## config.mk

```make
export PLATFORM = sky130hd
export DESIGN_NAME = usb_bit_stuffer
export DESIGN_NICKNAME = d
export VERILOG_FILES = /design/src/rtl/usb_pkg.sv /design/src/rtl/usb_bstuff_run_ctr.sv /design/src/rtl/usb_bit_stuffer.sv
export SDC_FILE = /design/constraint.sdc
export NUM_CORES = 1
export LEC_CHECK = 0
export ABC_AREA = 1
export BUFFER_PORTS_ARGS = -buffer_cell sky130_fd_sc_hd__buf_4
export CAP_MARGIN = 20
export CORE_AREA = 2 2 39 41
export DETAILED_ROUTE_END_ITERATION = 6
export DIE_AREA = 0 0 41 43
export GPL_TIMING_DRIVEN = 1
export PLACE_DENSITY_LB_ADDON = 0.12
export SLEW_MARGIN = 20
export SYNTH_ARGS = -nofsm -noshare
export SYNTH_HDL_FRONTEND = slang
export SYNTH_SLANG_ARGS = --single-unit
```

## constraint.sdc

```tcl
create_clock -name clk -period 2.22 [get_ports clk]
set_input_delay 0.444 -clock clk [delete_from_list [all_inputs] [get_ports clk]]
set_output_delay 0.444 -clock clk [all_outputs]
set_load 0.02 [all_outputs]
```

## src/rtl/usb_pkg.sv

```systemverilog
// Shared USB transmit-path definitions: packet-type encoding, bit-stuffer
// state encoding and the ones-run length that triggers a stuffed zero.
package usb_pkg;

    typedef enum logic [1:0] {
        PT_IDLE      = 2'b00,
        PT_TOKEN     = 2'b01,
        PT_DATA      = 2'b10,
        PT_HANDSHAKE = 2'b11
    } pkt_type_t;

    localparam int unsigned STUFF_RUN_LEN = 6;
    localparam int unsigned RUN_W         = 3;

    typedef enum logic [1:0] {
        IDLE  = 2'b00,
        PASS  = 2'b01,
        STUFF = 2'b10
    } bstuff_state_t;

    // A nonzero packet type marks the accompanying bit as valid.
    function automatic logic pt_valid(input logic [1:0] pt);
        return (pt != 2'b00);
    endfunction

endpackage

```

## src/rtl/usb_bstuff_run_ctr.sv

```systemverilog
// Saturating counter of consecutive accepted 1s. clr has priority over inc.
// hit reports that the value being loaded on the coming edge equals RUN_LEN,
// so the owner can enter its stuff state on the same edge that the sixth
// 1 is accepted.
import usb_pkg::*;

module usb_bstuff_run_ctr #(
    parameter int unsigned RUN_LEN = STUFF_RUN_LEN
) (
    input  logic clk,
    input  logic rst_b,
    input  logic clr,
    input  logic inc,
    output logic hit
);

    localparam logic [RUN_W-1:0] RUN_MAX = RUN_W'(RUN_LEN);

    logic [RUN_W-1:0] run_r;
    logic [RUN_W-1:0] run_nxt_s;

    // Next run value: clear, saturating increment, or hold.
    always_comb begin
        run_nxt_s = run_r;
        if (clr) begin
            run_nxt_s = {RUN_W{1'b0}};
        end else if (inc) begin
            if (run_r == RUN_MAX) begin
                run_nxt_s = RUN_MAX;
            end else begin
                run_nxt_s = run_r + {{(RUN_W-1){1'b0}}, 1'b1};
            end
        end else begin
            run_nxt_s = run_r;
        end
    end

    assign hit = inc && !clr && (run_nxt_s == RUN_MAX);

    // Run register.
    always_ff @(posedge clk or negedge rst_b) begin
        if (!rst_b) begin
            run_r <= {RUN_W{1'b0}};
        end else begin
            run_r <= run_nxt_s;
        end
    end

endmodule

```

## src/rtl/usb_bit_stuffer.sv

```systemverilog
// USB transmit bit stuffer: inserts a 0 after every RUN_LEN consecutive 1s,
// stalling the packetizer for the inserted cycle. Output bit and type are
// registered (one cycle latency); the stall is a pure decode of the state
// register. Optional macro BSTUFF_STATS_EN adds the stuff_cnt statistics port.
import usb_pkg::*;

module usb_bit_stuffer #(
    parameter int unsigned RUN_LEN = STUFF_RUN_LEN
) (
    input  logic       clk,
    input  logic       rst_b,
    input  logic       bstr_in,
    input  logic [1:0] bstr_in_ready,
    output logic       bstr_in_stall,
    output logic       bstr_out,
    output logic [1:0] bstr_out_ready
`ifdef BSTUFF_STATS_EN
    ,
    output logic [7:0] stuff_cnt
`endif
);

    bstuff_state_t state_r;
    bstuff_state_t state_nxt_s;
    pkt_type_t     pkt_type_r;
    pkt_type_t     pkt_type_nxt_s;
    logic          bstr_out_r;
    logic          bstr_out_nxt_s;
    logic [1:0]    bstr_out_ready_r;
    logic [1:0]    bstr_out_ready_nxt_s;
    logic          run_clr_s;
    logic          run_inc_s;
    logic          run_hit_s;
    logic          in_valid_s;

    assign in_valid_s = pt_valid(bstr_in_ready);

    usb_bstuff_run_ctr #(
        .RUN_LEN (RUN_LEN)
    ) u_run_ctr (
        .clk   (clk),
        .rst_b (rst_b),
        .clr   (run_clr_s),
        .inc   (run_inc_s),
        .hit   (run_hit_s)
    );

    // Next state, next output bit/type and run-counter control.
    always_comb begin
        state_nxt_s          = state_r;
        pkt_type_nxt_s       = pkt_type_r;
        bstr_out_nxt_s       = 1'b0;
        bstr_out_ready_nxt_s = 2'b00;
        run_clr_s            = 1'b0;
        run_inc_s            = 1'b0;
        case (state_r)
            STUFF: begin
                // Inserted zero carries the type of the bit that completed the run,
                // and is emitted even if the packet has already ended.
                bstr_out_nxt_s       = 1'b0;
                bstr_out_ready_nxt_s = pkt_type_r;
                run_clr_s            = 1'b1;
                if (in_valid_s) begin
                    state_nxt_s = PASS;
                end else begin
                    state_nxt_s = IDLE;
                end
            end
            IDLE, PASS: begin
                if (in_valid_s) begin
                    bstr_out_nxt_s       = bstr_in;
                    bstr_out_ready_nxt_s = bstr_in_ready;
                    pkt_type_nxt_s       = pkt_type_t'(bstr_in_ready);
                    if (bstr_in) begin
                        run_inc_s = 1'b1;
                        if (run_hit_s) begin
                            state_nxt_s = STUFF;
                        end else begin
                            state_nxt_s = PASS;
                        end
                    end else begin
                        run_clr_s   = 1'b1;
                        state_nxt_s = PASS;
                    end
                end else begin
                    run_clr_s   = 1'b1;
                    state_nxt_s = IDLE;
                end
            end
            default: begin
                run_clr_s   = 1'b1;
                state_nxt_s = IDLE;
            end
        endcase
    end

    // State, packet type and registered output stage.
    always_ff @(posedge clk or negedge rst_b) begin
        if (!rst_b) begin
            state_r          <= IDLE;
            pkt_type_r       <= PT_IDLE;
            bstr_out_r       <= 1'b0;
            bstr_out_ready_r <= 2'b00;
        end else begin
            state_r          <= state_nxt_s;
            pkt_type_r       <= pkt_type_nxt_s;
            bstr_out_r       <= bstr_out_nxt_s;
            bstr_out_ready_r <= bstr_out_ready_nxt_s;
        end
    end

    assign bstr_out       = bstr_out_r;
    assign bstr_out_ready = bstr_out_ready_r;
    assign bstr_in_stall  = (state_r == STUFF);

`ifdef BSTUFF_STATS_EN
    logic [7:0] stuff_cnt_r;

    // Count inserted zeros per packet; restart on the first bit after idle.
    always_ff @(posedge clk or negedge rst_b) begin
        if (!rst_b) begin
            stuff_cnt_r <= 8'd0;
        end else if (state_r == STUFF) begin
            if (stuff_cnt_r != 8'hFF) begin
                stuff_cnt_r <= stuff_cnt_r + 8'd1;
            end else begin
                stuff_cnt_r <= stuff_cnt_r;
            end
        end else if ((state_r == IDLE) && in_valid_s) begin
            stuff_cnt_r <= 8'd0;
        end else begin
            stuff_cnt_r <= stuff_cnt_r;
        end
    end

    assign stuff_cnt = stuff_cnt_r;
`endif

endmodule

```

==> results.sh, run 1 <==
export IMPL_synth_area_um2=464.2
export IMPL_tritoncts="done"
export IMPL_fin_crit_ns=1.429
export IMPL_initialDrtViolationCount=6
export IMPL_setup_tns_ns=0
export IMPL_post_cts_buffers=0
export IMPL_critical_path_class="flop to primary output"
export IMPL_critPathRequiredTime_ns=1.78
export IMPL_drc=0
export IMPL_cts_htree_levels=1
export IMPL_setup_viol_count_final=0
export IMPL_crit_fanout=4
export IMPL_yosys_top_cells_area="dfrtp_1, nand2_1, inv_1"
export IMPL_grt_pass1_wl_mm=1.138
export IMPL_endpoint_kind="primary output"
export IMPL_ys_async_sr_fraction=1.000
export IMPL_io_buffers=8
export IMPL_power_density_mw_per_mm2=634.4
export IMPL_p_leak_uw=0.0003100
export IMPL_max_freq_mhz=699.8
export IMPL_synth_edf_count=0
export IMPL_ios=9
export IMPL_path_cells="inv_2, nor2_4, buf_4"
export IMPL_start_util=0.3354
export IMPL_root_buffer="clkbuf_4"
export IMPL_synth_nets=56
export IMPL_layout_nets=69
export IMPL_crit_path_max_incr_delay_ns=0.40
export IMPL_hold_path_class="input port to async pin"
export IMPL_insertion_delay_ns=0.25
export IMPL_relSlewSlack=0.9074
export IMPL_yosys_register_bits=10
export IMPL_power_uw=359.6
export IMPL_post_drt_via_cell_ratio=4.211
export IMPL_yosys_area_top_type="dfrtp_1"
export IMPL_vdd_drop_max_mv=0.2786
export IMPL_vias=320
export IMPL_synth_top_flop_cell="dfrtp_1"
export IMPL_synth_top_area_frac=0.5391
export IMPL_diodes=0
export IMPL_multi_input_area_um2=161.4
export IMPL_drtPass1Iterations=4
export IMPL_cts_resized_gates=0
export IMPL_crit_slowest_cell="dfrtp_1"
export IMPL_ys_warn_count=0
export IMPL_die_w_um=41
export IMPL_crit_arrival_ns=0.99
export IMPL_path_buf_inv=2
export IMPL_clock_sinks=10
export IMPL_fillers=152
export IMPL_maxCapViolCount=0
export IMPL_rows=14
export IMPL_synth_seq_area_share=0.5391
export IMPL_syn_inst=49
export IMPL_cts_buffers=3
export IMPL_fin_crit_sh=0.6437
export IMPL_finClkSkew_ns=0.002136
export IMPL_antenna_found_initial=0
export IMPL_hold_viol_final=0
export IMPL_hpwl_um=567.3
export IMPL_worstMarginPinSlew_ns=0.1389
export IMPL_seqCellArea_um2=250.2
export IMPL_clk_pin_slew_ns=0.06
export IMPL_clk_path_buf_depth=2
export IMPL_synth_cell_types=11
export IMPL_core_mm2=0.001384
export IMPL_outcome="finished, final reports clean"
export IMPL_ys_top_cells_by_count="dfrtp_1, nand2_1, inv_1, inv_2, o21ai_1"
export IMPL_placed_area_um2=544.3
export IMPL_syn_to_final_growth_pct=22.10
export IMPL_grt_usage=0.1010
export IMPL_hold_buffers=0
export IMPL_grt_max_degree=11
export IMPL_cpLargestDelayFamily="flip-flops"
export IMPL_grt_pass1_vias=304
export IMPL_worst_setup_path_start_kind="flop"
export IMPL_wl_per_cell_um=8.697
export IMPL_fin_area_um2=566.8
export IMPL_grt_overflow=0
export IMPL_avgSynthCellArea_um2=9.473
export IMPL_wl_um=661
export IMPL_rsz0062_at_grt="false"
export IMPL_die_height_um=43
export IMPL_gp_congestion=0.6673
export IMPL_drtAntennaViolNets=0
export IMPL_die_area_mm2=0.001763
export IMPL_drive_gt1_frac=0.3667
export IMPL_slew_violations=0
## layout by cell type, fill, tap and decap left out
master / Yosys / routed
o21ai_1: 4 / 4
nor2_1: 2 / 2
buf_4: 0 / 8
nand3_1: 1 / 1
dfrtp_1: 10 / 10
nand2_1: 10 / 10
nand3_2: 1 / 1
inv_1: 9 / 9
clkbuf_4: 0 / 3
nor2_4: 3 / 3
inv_2: 5 / 5
nand2_4: 2 / 2
ha_1: 2 / 2
## metrics by stage
stage          cells  setup slack (ns)  hold slack, ns  utilization
2_1_floorplan     49             1.149          0.1484            -
3_3_place_gp      73             1.069          0.2818       0.3933
3_5_place_dp      73             1.060          0.2817       0.3933
4_1_cts           76            0.7749        0.002579       0.4096
5_1_grt           76            0.7264        0.006261       0.4096
6_report          76            0.7910        0.006317       0.4096
## sequential cells by signal (all words and copies together) (netlist names)
name and cells:
bstr_out 1, bstr_out_ready 2, pkt_type_r 2, state_r 2
u_run_ctr.run_r 3
## per-layer routing
| layer | vias to the layer above | track usage | wire [um] |
|---|---|---|---|
| li1 | 164 | - | - |
| met1 | 144 | 0.1153 | 279 |
| met2 | 10 | 0.1469 | 323 |
| met3 | 2 | 0.04712 | 49 |
| met4 | 0 | 0.06000 | 8 |
| met5 | - | 0 | 0 |
## cell families after synthesis
| family | after synthesis | share of synthesized area |
|---|---|---|
| buffers and inverters | 14 | 0.1132 |
| AND/OR/NAND/NOR | 19 | 0.2507 |
| flip-flops | 10 | 0.5391 |
| AO/OA/AOI/OAI | 4 | 0.04313 |
| adder cells (fa/ha/maj) | 2 | 0.05390 |
## worst register-to-register path, delay by kind of cell (launching register included)
kind	cells	cell delay [ns]
simple gates	4	0.30
buf+inv	1	0.06
fa+ha+maj	1	0.32
flops	1	0.34
## final timing paths
kind	depth (start not counted)	startpoint	slack [ns]	endpoint
max	3	state_r[1]$_DFF_PN0_	0.79	bstr_in_stall
min	1	rst_b	0.006	u_run_ctr.run_r[1]$_DFF_PN0_
max reg2reg	6	u_run_ctr.run_r[0]$_DFF_PN0_	1.09	state_r[0]$_DFF_PN0_
min reg2reg	2	pkt_type_r[0]$_DFFE_PN0P_	0.53	pkt_type_r[0]$_DFFE_PN0P_
max in group asynchronous	1	rst_b	2.08	bstr_out_ready[0]$_DFF_PN0_
min in group clk	3	bstr_in_ready[1]	0.45	pkt_type_r[1]$_DFFE_PN0P_
## power breakdown
| group | leakage [uW] | internal [uW] | total [uW] | switching [uW] |
|---|---|---|---|---|
| clock network | 0.0000138 | 62.1 | 115 | 52.6 |
| registers | 0.000123 | 192 | 197 | 4.20 |
| logic | 0.000174 | 19.6 | 48.2 | 28.6 |
## area by class of cell
cell class | count | area share
Sequential cell | 10 | 0.4415
Multi-Input combinational cell | 25 | 0.2848
Timing Repair Buffer | 8 | 0.1060
Inverter | 14 | 0.09272
Clock buffer | 3 | 0.03974
Tap cell | 16 | 0.03532
Power figures use the tool's default switching activity.
==> run 2, diff against run 1 <==
clock period = 1.3 ns   (was 2.22 ns; I/O delays follow)
==> results.sh, run 2 (synthesized netlist as in run 1, its figures left out) <==
export IMPL_outcome="finished, final reports clean"
export IMPL_crit_arrival_ns=0.95
export IMPL_vias=316
export IMPL_endpoint_kind="primary output"
export IMPL_fillers=141
export IMPL_worstMarginPinSlew_ns=0.1293
export IMPL_drtAntennaViolNets=0
export IMPL_hpwl_um=548.9
export IMPL_r2r_end="state_r[0]$_DFF_PN0_"
export IMPL_ios=9
export IMPL_power_density_mw_per_mm2=1071
export IMPL_relSlewSlack=0.9138
export IMPL_holdWs_ns=0.2439
export IMPL_fin_crit_sh=0.9291
export IMPL_slew_violations=0
export IMPL_fin_crit_ns=1.208
export IMPL_hold_path_class="input port to flop"
export IMPL_setup_viol_count_final=0
export IMPL_max_freq_mhz=827.9
export IMPL_fin_area_um2=584.3
export IMPL_rows=14
export IMPL_grt_pass1_vias=317
export IMPL_maxCapViolCount=0
export IMPL_worst_setup_path_start_kind="flop"
export IMPL_drtPass1Iterations=2
export IMPL_rsz0062_at_grt="false"
export IMPL_insertion_delay_ns=0.26
export IMPL_critical_path_class="flop to primary output"
export IMPL_setup_tns_ns=0
export IMPL_critPathRequiredTime_ns=1.04
export IMPL_grt_max_degree=11
export IMPL_startpoint="state_r[1]$_DFF_PN0_"
export IMPL_largest_reg_flops=3
export IMPL_syn_to_final_growth_pct=25.88
export IMPL_layout_common_cells="nand2_1, dfrtp_1, inv_1, buf_4, inv_2"
export IMPL_hp_start="bstr_in_ready[0]"
export IMPL_initialDrtViolationCount=3
export IMPL_wl_um=671
export IMPL_top_register="u_run_ctr.run_r"
export IMPL_grt_usage=0.1152
export IMPL_p_leak_uw=0.0003197
export IMPL_layout_nets=71
export IMPL_cts_buffers=3
export IMPL_drive_gt1_frac=0.3710
export IMPL_clk_pin_slew_ns=0.06
export IMPL_antenna_found_initial=0
export IMPL_worstRegToRegCells=6
export IMPL_rrSetupSlack_ns=0.18
export IMPL_cts_resized_gates=0
export IMPL_final_util=0.4222
export IMPL_tritoncts="done"
export IMPL_die_height_um=43
export IMPL_gp_congestion=0.6677
export IMPL_holdPathEnd="pkt_type_r[0]$_DFFE_PN0P_"
export IMPL_grt_pass1_wl_mm=1.297
export IMPL_io_buffers=8
export IMPL_root_buffer="clkbuf_4"
export IMPL_die_area_mm2=0.001763
export IMPL_drc=0
export IMPL_cts_htree_levels=1
export IMPL_timing_rr_start="u_run_ctr.run_r[0]$_DFF_PN0_"
export IMPL_wl_per_cell_um=8.603
export IMPL_min_path_cells=3
export IMPL_clock_sinks=10
export IMPL_core_mm2=0.001384
export IMPL_finClkSkew_ns=0.006094
export IMPL_hold_viol_final=0
export IMPL_vdd_drop_max_mv=0.5158
export IMPL_clk_path_buf_depth=2
export IMPL_crit_fanout=4
export IMPL_grt_overflow=0
export IMPL_die_w_um=41
export IMPL_placed_area_um2=544.3
export IMPL_start_util=0.3354
export IMPL_post_drt_via_cell_ratio=4.051
export IMPL_diodes=0
## run 2: changes by cell type in the layout (fill, tap and decap cells not counted)
cell	before	now
dlygate4sd3_1	0	1
buf_4	8	9
## run 2: how the worst max path moves through the flow
stage / slack, ns / end / cells past startpoint
final: 0.09 / bstr_in_stall / 3
after global routing: 0.02 / bstr_in_stall / 3
after CTS: 0.007 / bstr_in_stall / 3
after detailed placement: 0.17 / state_r[0]$_DFF_PN0_ / 6
after global placement: 0.18 / state_r[0]$_DFF_PN0_ / 6
after floorplan: 0.23 / state_r[0]$_DFF_PN0_ / 6
## run 2: what timing repair did
action	4_1_cts	5_1_grt
setup endpoints to repair	0	1
hold buffers	1	0
hold endpoints to repair	10	0
buffers inserted	0	1
## run 2: routing by layer
metal | vias up | track usage | routed length [um]
met2 | 6 | 0.1531 | 300
met1 | 139 | 0.1453 | 329
met4 | 0 | 0.1000 | 8
met5 | - | 0 | 0
met3 | 2 | 0.03141 | 33
li1 | 169 | - | -
## run 2: area by class of cell
type	count	area, um2	area share
inverter	14	52.55	0.08994
timing repair buffer	10	77.57	0.1328
tap	16	20.02	0.03426
multi-input combinational	25	161.4	0.2762
clock buffer	3	22.52	0.03854
sequential	10	250.2	0.4283
## run 2: power by group
part	leakage [uW]	switching, uW	internal, uW
registers	0.000123	7.49	329
clock network	0.0000138	98.7	107
logic	0.000183	48.8	35.6
## run 2: critical path, cell delays in order, from the launching register on
cell     delay [ns]
dfrtp_1        0.36
inv_2          0.07
nor2_4         0.11
buf_4          0.15
## run 2: stage by stage
stage                     power (uW)  setup WS [ns]  std cells
after floorplan                393.5         0.2289         49
after global placement         426.6         0.1820         73
after detailed placement       426.3         0.1714         73
after CTS                      641.2       0.007414         77
after global routing           670.5        0.02241         78
final                          625.7        0.09213         78
